## src/rtl/pc_gen_if.sv

```systemverilog
// Fetch-side bus of the program-counter generator: next-PC controls in,
// fetch PC and return-address-stack status out.
interface pc_gen_if #(
  parameter int WIDTH     = 32,
  parameter int RAS_DEPTH = 4
);
  logic                           Stall;
  logic                           Trap;
  logic                           Redirect;
  logic [WIDTH-1:0]               Redirect_Target;
  logic                           Push;
  logic [WIDTH-1:0]               Push_Addr;
  logic                           Pop;
  logic [WIDTH-1:0]               D_Out;
  logic [WIDTH-1:0]               Ras_Top;
  logic [$clog2(RAS_DEPTH+1)-1:0] Ras_Count;
  logic                           Ras_Overflow;
  logic                           Ras_Underflow;

  modport master (
    output Stall, Trap, Redirect, Redirect_Target, Push, Push_Addr, Pop,
    input  D_Out, Ras_Top, Ras_Count, Ras_Overflow, Ras_Underflow
  );

  modport slave (
    input  Stall, Trap, Redirect, Redirect_Target, Push, Push_Addr, Pop,
    output D_Out, Ras_Top, Ras_Count, Ras_Overflow, Ras_Underflow
  );
endinterface

```

## src/rtl/pc_gen.sv

```systemverilog
// Fetch PC generator: trap > redirect > stall > RAS pop > sequential step,
// with a circular return-address stack that overwrites its oldest entry when full.
module pc_gen #(
  parameter int               WIDTH        = 32,
  parameter logic [WIDTH-1:0] RESET_VECTOR = '0,
  parameter logic [WIDTH-1:0] TRAP_VECTOR  = WIDTH'(32'h0000_0080),
  parameter int               STEP         = 4,
  parameter int               RAS_DEPTH    = 4
) (
  input  logic    Clk,
  input  logic    Rst,
  pc_gen_if.slave bus
);
  localparam int PTR_W = $clog2(RAS_DEPTH);
  localparam int CNT_W = $clog2(RAS_DEPTH + 1);

  logic [WIDTH-1:0] pc_p1;
  logic [WIDTH-1:0] ras_mem [RAS_DEPTH];
  logic [PTR_W-1:0] ptr_p1;
  logic [CNT_W-1:0] cnt_p1;
  logic             ovf_p1;
  logic             unf_p1;

  logic [WIDTH-1:0] pc_nxt;
  logic [PTR_W-1:0] ptr_nxt;
  logic [CNT_W-1:0] cnt_nxt;
  logic             ovf_nxt;
  logic             unf_nxt;
  logic             wr_en;
  logic [PTR_W-1:0] wr_idx;

  logic [PTR_W-1:0] top_idx;
  logic [WIDTH-1:0] ras_top;
  logic             empty;
  logic             full;
  logic             advance;
  logic             do_push;
  logic             do_pop;

  function automatic logic [CNT_W-1:0] cnt_sat_inc(input logic [CNT_W-1:0] c);
    if (c == CNT_W'(RAS_DEPTH)) return c;
    return c + CNT_W'(1);
  endfunction

  assign top_idx = ptr_p1 - PTR_W'(1);
  assign empty   = (cnt_p1 == '0);
  assign full    = (cnt_p1 == CNT_W'(RAS_DEPTH));
  assign ras_top = empty ? '0 : ras_mem[top_idx];

  // Stack operations are suppressed whenever the fetch stream is flushed or frozen.
  assign advance = !bus.Trap && !bus.Redirect && !bus.Stall;
  assign do_push = advance && bus.Push;
  assign do_pop  = advance && bus.Pop;

  always_comb begin
    pc_nxt  = pc_p1 + WIDTH'(STEP);
    ptr_nxt = ptr_p1;
    cnt_nxt = cnt_p1;
    ovf_nxt = ovf_p1;
    unf_nxt = 1'b0;
    wr_en   = 1'b0;
    wr_idx  = ptr_p1;

    if (bus.Trap)                pc_nxt = TRAP_VECTOR;
    else if (bus.Redirect)       pc_nxt = bus.Redirect_Target;
    else if (bus.Stall)          pc_nxt = pc_p1;
    else if (bus.Pop && !empty)  pc_nxt = ras_top;

    if (do_push && do_pop) begin
      wr_en = 1'b1;
      if (!empty) begin
        wr_idx = top_idx;
      end else begin
        ptr_nxt = ptr_p1 + PTR_W'(1);
        cnt_nxt = CNT_W'(1);
        unf_nxt = 1'b1;
      end
    end else if (do_push) begin
      // When full, the pointer already sits on the oldest entry.
      wr_en   = 1'b1;
      ptr_nxt = ptr_p1 + PTR_W'(1);
      cnt_nxt = cnt_sat_inc(cnt_p1);
      if (full) ovf_nxt = 1'b1;
    end else if (do_pop) begin
      if (!empty) begin
        ptr_nxt = top_idx;
        cnt_nxt = cnt_p1 - CNT_W'(1);
      end else begin
        unf_nxt = 1'b1;
      end
    end
  end

  // Stage p1: registered fetch PC and stack state
  always_ff @(posedge Clk or posedge Rst) begin
    if (Rst) begin
      pc_p1  <= RESET_VECTOR;
      ptr_p1 <= '0;
      cnt_p1 <= '0;
      ovf_p1 <= 1'b0;
      unf_p1 <= 1'b0;
      for (int i = 0; i < RAS_DEPTH; i++) ras_mem[i] <= '0;
    end else begin
      pc_p1  <= pc_nxt;
      ptr_p1 <= ptr_nxt;
      cnt_p1 <= cnt_nxt;
      ovf_p1 <= ovf_nxt;
      unf_p1 <= unf_nxt;
      if (wr_en) ras_mem[wr_idx] <= bus.Push_Addr;
    end
  end

  assign bus.D_Out         = pc_p1;
  assign bus.Ras_Top       = ras_top;
  assign bus.Ras_Count     = cnt_p1;
  assign bus.Ras_Overflow  = ovf_p1;
  assign bus.Ras_Underflow = unf_p1;
endmodule

```

## src/flat_wrapper.sv

```systemverilog
// flat-port wrapper written by rule: the top's interface ports become plain ports
module pc_gen_flat 
#(
  parameter int               WIDTH        = 32,
  parameter logic [WIDTH-1:0] RESET_VECTOR = '0,
  parameter logic [WIDTH-1:0] TRAP_VECTOR  = WIDTH'(32'h0000_0080),
  parameter int               STEP         = 4,
  parameter int               RAS_DEPTH    = 4
)
  (Clk, Rst, bus_Stall, bus_Trap, bus_Redirect, bus_Redirect_Target, bus_Push, bus_Push_Addr, bus_Pop, bus_D_Out, bus_Ras_Top, bus_Ras_Count, bus_Ras_Overflow, bus_Ras_Underflow);
  pc_gen_if #(.WIDTH(WIDTH), .RAS_DEPTH(RAS_DEPTH)) bus_i ();
  input  logic Clk;
  input  logic Rst;
  input wire logic [$bits(bus_i.Stall)-1:0] bus_Stall;
  input wire logic [$bits(bus_i.Trap)-1:0] bus_Trap;
  input wire logic [$bits(bus_i.Redirect)-1:0] bus_Redirect;
  input wire logic [$bits(bus_i.Redirect_Target)-1:0] bus_Redirect_Target;
  input wire logic [$bits(bus_i.Push)-1:0] bus_Push;
  input wire logic [$bits(bus_i.Push_Addr)-1:0] bus_Push_Addr;
  input wire logic [$bits(bus_i.Pop)-1:0] bus_Pop;
  output wire logic [$bits(bus_i.D_Out)-1:0] bus_D_Out;
  output wire logic [$bits(bus_i.Ras_Top)-1:0] bus_Ras_Top;
  output wire logic [$bits(bus_i.Ras_Count)-1:0] bus_Ras_Count;
  output wire logic [$bits(bus_i.Ras_Overflow)-1:0] bus_Ras_Overflow;
  output wire logic [$bits(bus_i.Ras_Underflow)-1:0] bus_Ras_Underflow;
  assign bus_i.Stall = bus_Stall;
  assign bus_i.Trap = bus_Trap;
  assign bus_i.Redirect = bus_Redirect;
  assign bus_i.Redirect_Target = bus_Redirect_Target;
  assign bus_i.Push = bus_Push;
  assign bus_i.Push_Addr = bus_Push_Addr;
  assign bus_i.Pop = bus_Pop;
  assign bus_D_Out = bus_i.D_Out;
  assign bus_Ras_Top = bus_i.Ras_Top;
  assign bus_Ras_Count = bus_i.Ras_Count;
  assign bus_Ras_Overflow = bus_i.Ras_Overflow;
  assign bus_Ras_Underflow = bus_i.Ras_Underflow;
  pc_gen #(.WIDTH(WIDTH), .RESET_VECTOR(RESET_VECTOR), .TRAP_VECTOR(TRAP_VECTOR), .STEP(STEP), .RAS_DEPTH(RAS_DEPTH)) u_core (.Clk(Clk), .Rst(Rst), .bus(bus_i));
endmodule
```

## config.mk

```make
export PLATFORM = sky130hd
export DESIGN_NAME = pc_gen_flat
export DESIGN_NICKNAME = d
export VERILOG_FILES = /design/src/rtl/pc_gen_if.sv /design/src/rtl/pc_gen.sv /design/src/flat_wrapper.sv
export SDC_FILE = /design/constraint.sdc
export NUM_CORES = 1
export LEC_CHECK = 0
export CELL_PAD_IN_SITES_DETAIL_PLACEMENT = 0
export CELL_PAD_IN_SITES_GLOBAL_PLACEMENT = 1
export CORE_ASPECT_RATIO = 0.7
export CORE_UTILIZATION = 30
export CTS_CLUSTER_DIAMETER = 40
export DETAILED_ROUTE_END_ITERATION = 8
export DONT_BUFFER_PORTS = 1
export MAX_ROUTING_LAYER = met4
export PLACE_DENSITY = 0.47
export SYNTH_ARGS = -nofsm -noshare
export SYNTH_HDL_FRONTEND = slang
export SYNTH_SLANG_ARGS = --single-unit
```

## constraint.sdc

```tcl
create_clock -name Clk -period 14.73 [get_ports Clk]
set_input_delay 1.473 -clock Clk [delete_from_list [all_inputs] [get_ports Clk]]
set_output_delay 1.473 -clock Clk [all_outputs]
set_load 0.05 [all_outputs]
```

* Yosys cells after proc, flatten, opt, wreduce, memory -nomap -nowiden
Cells that the tools add are included.
** Cells by class
- Add/sub/neg operators :: 5
- $mul :: 0
- Div/mod/pow operators :: 0
- $lt $le $gt $ge :: 3
- Equality and inequality tests :: 5
- Shifts and indexed selects :: 0
- Muxes and demuxes :: 32
- Bitwise logic cells :: 3
- Reductions and logical operators :: 16
** Operator list (count)
- 2-to-1 mux 32 bit :: 8
- bitwise mux 128 bit :: 1
- binary-select mux 32 bit (select 2 bit) :: 1
- demux 32 bit (select 2 bit) :: 1
- adder 32 x 3 -> 32 bit (second input constant) :: 1
- 2-to-1 mux 3 bit :: 6
- 2-to-1 mux 2 bit :: 6
- 2-to-1 mux 1 bit :: 9
- logical AND 1 bit :: 7
- greater-or-equal comparator 3 bit (second input constant) :: 2
- inverter 2 -> 3 bit :: 2
- logical NOT 1 bit :: 4
- inequality test 4 bit (second input constant) :: 1
- AND reduction 4 bit :: 1
- adder 3 x 1 -> 3 bit (second input constant) :: 1
- == test 3 bit (second input constant) :: 1
- logical NOT 3 bit :: 1
- < comparator 3 x 1 -> 1 bit (second input constant) :: 1
- inequality test 3 x 1 -> 1 bit (second input constant) :: 1
- inequality test 3 bit (second input constant) :: 1
- AND reduction 3 bit :: 1
- nonzero test 3 bit :: 1
- subtractor 3 x 1 -> 3 bit (second input constant) :: 1
- adder 2 x 1 -> 2 bit (second input constant) :: 1
- 4 further kinds :: 4
** Storage, ports and cells
- Register bits :: 167
- Latch bits :: 0
- Memory bits (writable) :: 0
- Bits in read-only memories :: 0
- Bits of input ports :: 71
- Output and inout bits :: 69
- Word-level logic and storage cells :: 73
- Memories :: 0

* Depth between registers and ports, before layout
- Word-level depth :: 12
- Depth in mapped cells :: 10
- Gate-level depth less buffers :: 8

* Worst setup path after synthesis
OpenSTA, ideal clock, no wires.
- Path kind :: reg-to-output
- From :: register u_core.cnt_p1[1], in the netlist u_core.bus.Ras_Count[1]
- To :: output port bus_Ras_Top[10]
- Arrival time :: 1.877 ns
- Data required time :: 13.257 ns
- Setup slack :: 11.380 ns
- Stages on the path, launching flop included :: 4
- Buffers on the path :: 1
- Path through :: dfrtp_1 -> nor3_1 -> clkbuf_1 -> nor2b_1
** Between the ends
- Word-level cells in the longest chain between the ends :: 2
** Ends and longest elaborated chain
- start: declaration :: line pc_gen.sv:20 : logic [CNT_W-1:0] cnt_p1;
- start signal: assignment :: line pc_gen.sv:106 : cnt_p1 <= cnt_nxt;
- logical NOT 3 bit :: line pc_gen.sv:46 : assign empty = (cnt_p1 == '0);
- 2-to-1 mux 32 bit :: line pc_gen.sv:48 : assign ras_top = empty ? '0 : ras_mem[top_idx];
- end: declaration :: line flat_wrapper.sv:22 : output wire logic [$bits(bus_i.Ras_Top)-1:0] bus_Ras_Top;
No other way between the ends.

* Worst setup path after layout
- From :: register u_core.ptr_p1[0]
- To :: output port bus_Ras_Top[7]
** Between the ends
- Word-level cells in the longest chain between the ends :: 6
** Ends and longest elaborated chain
- start: declaration :: line pc_gen.sv:19 : logic [PTR_W-1:0] ptr_p1;
- start signal: assignment :: line pc_gen.sv:105 : ptr_p1 <= ptr_nxt;
- subtractor 2 x 1 -> 2 bit :: line pc_gen.sv:45 : assign top_idx = ptr_p1 - PTR_W'(1);
- inverter 2 -> 3 bit (not written as such) :: line pc_gen.sv:48
- binary-select mux 32 bit (select 2 bit) :: line pc_gen.sv:48
- 2-to-1 mux 32 bit (not written as such) (2 in a row) :: line pc_gen.sv:48
- 2-to-1 mux 32 bit :: line pc_gen.sv:48
No other way between the ends. The select of a mux whose other input is x is not followed.

==> flow_summary_export.csv <==
group,metric,value,unit
status,status,"complete, no violations",
floorplanning,die_x,208.7,um
sta,maxSlewViolCount,0,
clock_network,cts.clk_slew.worst_paths,0.07,ns
floorplanning,initial_core_util,30.79,%
worst_setup_path,slowest_stage,"nor2b_1",
place,hpwl,19830,um
grt,grt_max_degree,96,
clock_network,cts_buffer_depth,2,
routing,top_layer_used,"met4",
routing,totalWireLength,28570,um
routing,first_pass_iters,4,
yosys,ys.flop_type,"dfrtp_1",
clock_network,clock_latency,0.45,ns
yosys,synth_top_area_cell,"dfrtp_1",
routing,wl_met3,1907,um
sta,fmax,226.7,MHz
floorplanning,dieArea,30620,um^2
worst_setup_path,path_cells,"buf_4 > mux4_2 > nor2b_1",
layout,stdcell_area,9837,um^2
place,place_congestion,0.8150,
power_and_ir_drop,total_power,2.219,mW
sta,fin_crit_sh,29.95,%
hold_path,hold_depth,1,
floorplanning,io_pins,140,
routing,wl_met2,12730,um
sta,hold_viol_final,0,
run,maxCapViolCount,0,
layout,final_util,33.75,%
floorplanning,rows,52,
routing,wl_met1,13570,um
grt,grt_util_all_layers,19.81,%
place,io_buffers,0,
yosys,async_flop_share,100.0,%
routing,vias,5883,
sta,fin_crit,4.412,ns
routing,vias_per_cell,5.540,
worst_setup_path,critical_path_class,"reg -> out",
layout,final_cells,1062,
routing,postRouteAntennaNets,0,
yosys,syn_nets,766,
yosys,synth_edf_count,0,
clock_network,root_buffer,"clkbuf_16",
place,dpl.cell_count,1027,
floorplanning,fp.dieH,146.7,um
layout,area_growth,9.621,%
yosys,yosysSeqAreaShare,46.57,%
sta,setup_viol,0,
yosys,synth.area.top_cells,"dfrtp_1 47%, mux2_4 9.2%, mux2_2 8.9%, mux4_2 6.5%, nor2b_1 2.3%",
worst_setup_path,crit_path_start_kind,"register",
layout,finalNetCount,742,
grt,grt_first_pass_wirelength,42470,um
worst_setup_path,crit_path_max_fanout,25,
worst_setup_path,arrival,2.94,ns
sta,fin_setup_tns,0,ns
yosys,syn_area_per_cell,12.95,um^2
grt,grt_pass1_vias,6112,
clock_network,postCtsHoldBufs,0,
layout,fillers,2890,
clock_network,cts_tree,"yes",
worst_setup_path,endpoint_kind,"primary output",
power_and_ir_drop,ir_worst_vdd,0.1205,mV
worst_setup_path,reg2reg_depth,5,
hold_path,min_path_type,"reg -> reg",
routing,wl_per_cell,26.90,um
worst_setup_path,slowest_delay,0.87,ns
clock_network,ctsHtreeMaxLevel,4,
clock_network,clock_sinks,167,
floorplanning,core,29150,um^2
grt,overflow,0,
routing,detail_route.iter0.violations,381,
power_and_ir_drop,cellPowerDensity,225.6,nW/um^2
yosys,synth_cells,693,
power_and_ir_drop,p_leak,4.401,nW
yosys,synth.top_cell.area_share,46.57,%
yosys,synth-seq-cells,167,
grt,antenna_found_initial,3,
layout,drive_gt1_share,30.98,%
sta,worstMarginPinSlew,1.328,ns
sta,relSlewSlack,11.48,%
yosys,yosys_warnings,0,
clock_network,postCtsSetupBuffers,0,
clock_network,numCtsBuffers,17,
clock_network,cts-resized-gates,0,
sta,fin_skew,0.01057,ns
sta,rsz0062_at_grt,"no",
worst_setup_path,crit_required,13.26,ns
yosys,netlist-cell-type-count,70,
place,post_dp_cell_area,9210,um^2
yosys,synth_area,8974,um^2
routing,drc,0,
## power by group
group | switching, mW | internal, mW | leakage [nW]
combinational | 0.539 | 0.361 | 1.96
clock | 0.192 | 0.277 | 0.293
sequential | 0.223 | 0.628 | 2.14
total | 0.953 | 1.27 | 4.40
## per-stage QoR
stage | hold WS [ns] | setup slack, ns
6_report | 0.4974 | 10.32
5_1_grt | 0.5144 | 10.06
4_1_cts | 0.4963 | 10.23
3_5_place_dp | 0.4811 | 10.73
3_3_place_gp | 0.4703 | 10.70
2_1_floorplan | 0.4589 | 8.739
## layer usage
metal	track usage (%)	vias up
met1	26.35	3136
met3	6.969	24
met4	5.368	0
met5	-	-
li1	-	2571
met2	28.43	152
## path summary, 6_finish.rpt
| kind | endpoint | start | slack, ns |
|---|---|---|---|
| worst max-delay path | bus_Ras_Top[7] | u_core.ptr_p1[0] | 10.32 |
| worst min-delay path | u_core.ras_mem[21] | u_core.ras_mem[21] | 0.50 |
| worst max register to register | u_core.bus.D_Out[19] | u_core.bus.Ras_Count[1] | 10.85 |
| worst min register to register | u_core.ras_mem[21] | u_core.ras_mem[21] | 0.50 |
| max in group asynchronous | u_core.ras_mem[12] | Rst | 12.08 |
| min in group asynchronous | u_core.ras_mem[72] | Rst | 1.02 |
## cells by family (layout without fill, tap and decap cells)
group / count (synthesis) / after routing / share of synthesized area (%)
adder cells (fa/ha/maj): 2 / 2 / 0.3625
flip-flops: 167 / 167 / 46.57
AND/OR/NAND/NOR: 160 / 160 / 10.43
buffers and inverters: 64 / 52 / 4.239
other: 0 / 3 / 0
AO/OA/AOI/OAI: 133 / 133 / 10.79
XOR/XNOR: 4 / 4 / 0.5996
multiplexers: 163 / 163 / 27.01
## registers in the layout (all words and copies together) (netlist names)
| signal | count |
|---|---|
| u_core.bus.Ras_Underflow | 1 |
| u_core.ras_mem | 128 |
| u_core.bus.Ras_Count | 3 |
| u_core.bus.D_Out | 32 |
| u_core.bus.Ras_Overflow | 1 |
| u_core.ptr_p1 | 2 |
## critical path, delay by kind of cell (launching register included)
family / cells / cell delay [ns]
buffers and inverters: 1 / 0.52
flip-flops: 1 / 0.72
multiplexers: 1 / 0.37
AND/OR/NAND/NOR: 1 / 0.87
## cells in the final DEF (no fill, tap or decap), drive strengths merged, types with 11 or more instances in the layout
master / n
a21o: 11
a21oi: 21
and3: 12
clkbuf: 26
dfrtp: 167
inv: 13
mux2: 130
mux4: 32
nand2: 28
nand3: 12
nor2: 19
nor2b: 33
nor3: 13
o21ai: 27
o221ai: 14
## area by class of cell
type | count | area (um^2) | share of cell area, %
repair buffers | 9 | 75.07 | 0.7632
multi-input cells | 462 | 4447 | 45.20
well taps | 378 | 473.0 | 4.808
clock inverters | 5 | 85.08 | 0.8649
inverters | 12 | 50.05 | 0.5088
flip-flops and latches | 167 | 4180 | 42.50
diodes | 3 | 7.507 | 0.07632
clock buffers | 26 | 519.2 | 5.279
## cells in the mapped netlist, types with 4 or more instances
cell type / number
buf_4: 12
o22ai_1: 5
and4_1: 5
clkbuf_1: 17
o221a_2: 4
o31ai_1: 7
o21ai_0: 22
and3_1: 12
mux2_1: 4
and2_1: 5
mux2_4: 55
nor2_1: 19
nor2b_1: 33
o2bb2ai_1: 5
nand4_1: 8
a21o_1: 11
nand3_1: 10
nor3_1: 11
nand2b_1: 6
buf_6: 9
dfrtp_1: 167
nand2_1: 28
buf_2: 13
a21oi_1: 21
o221ai_1: 13
a31oi_1: 4
mux2_2: 71
mux4_1: 6
mux4_2: 26
inv_1: 12
o21a_1: 10
No activity file was read; power rests on OpenSTA's default activity.
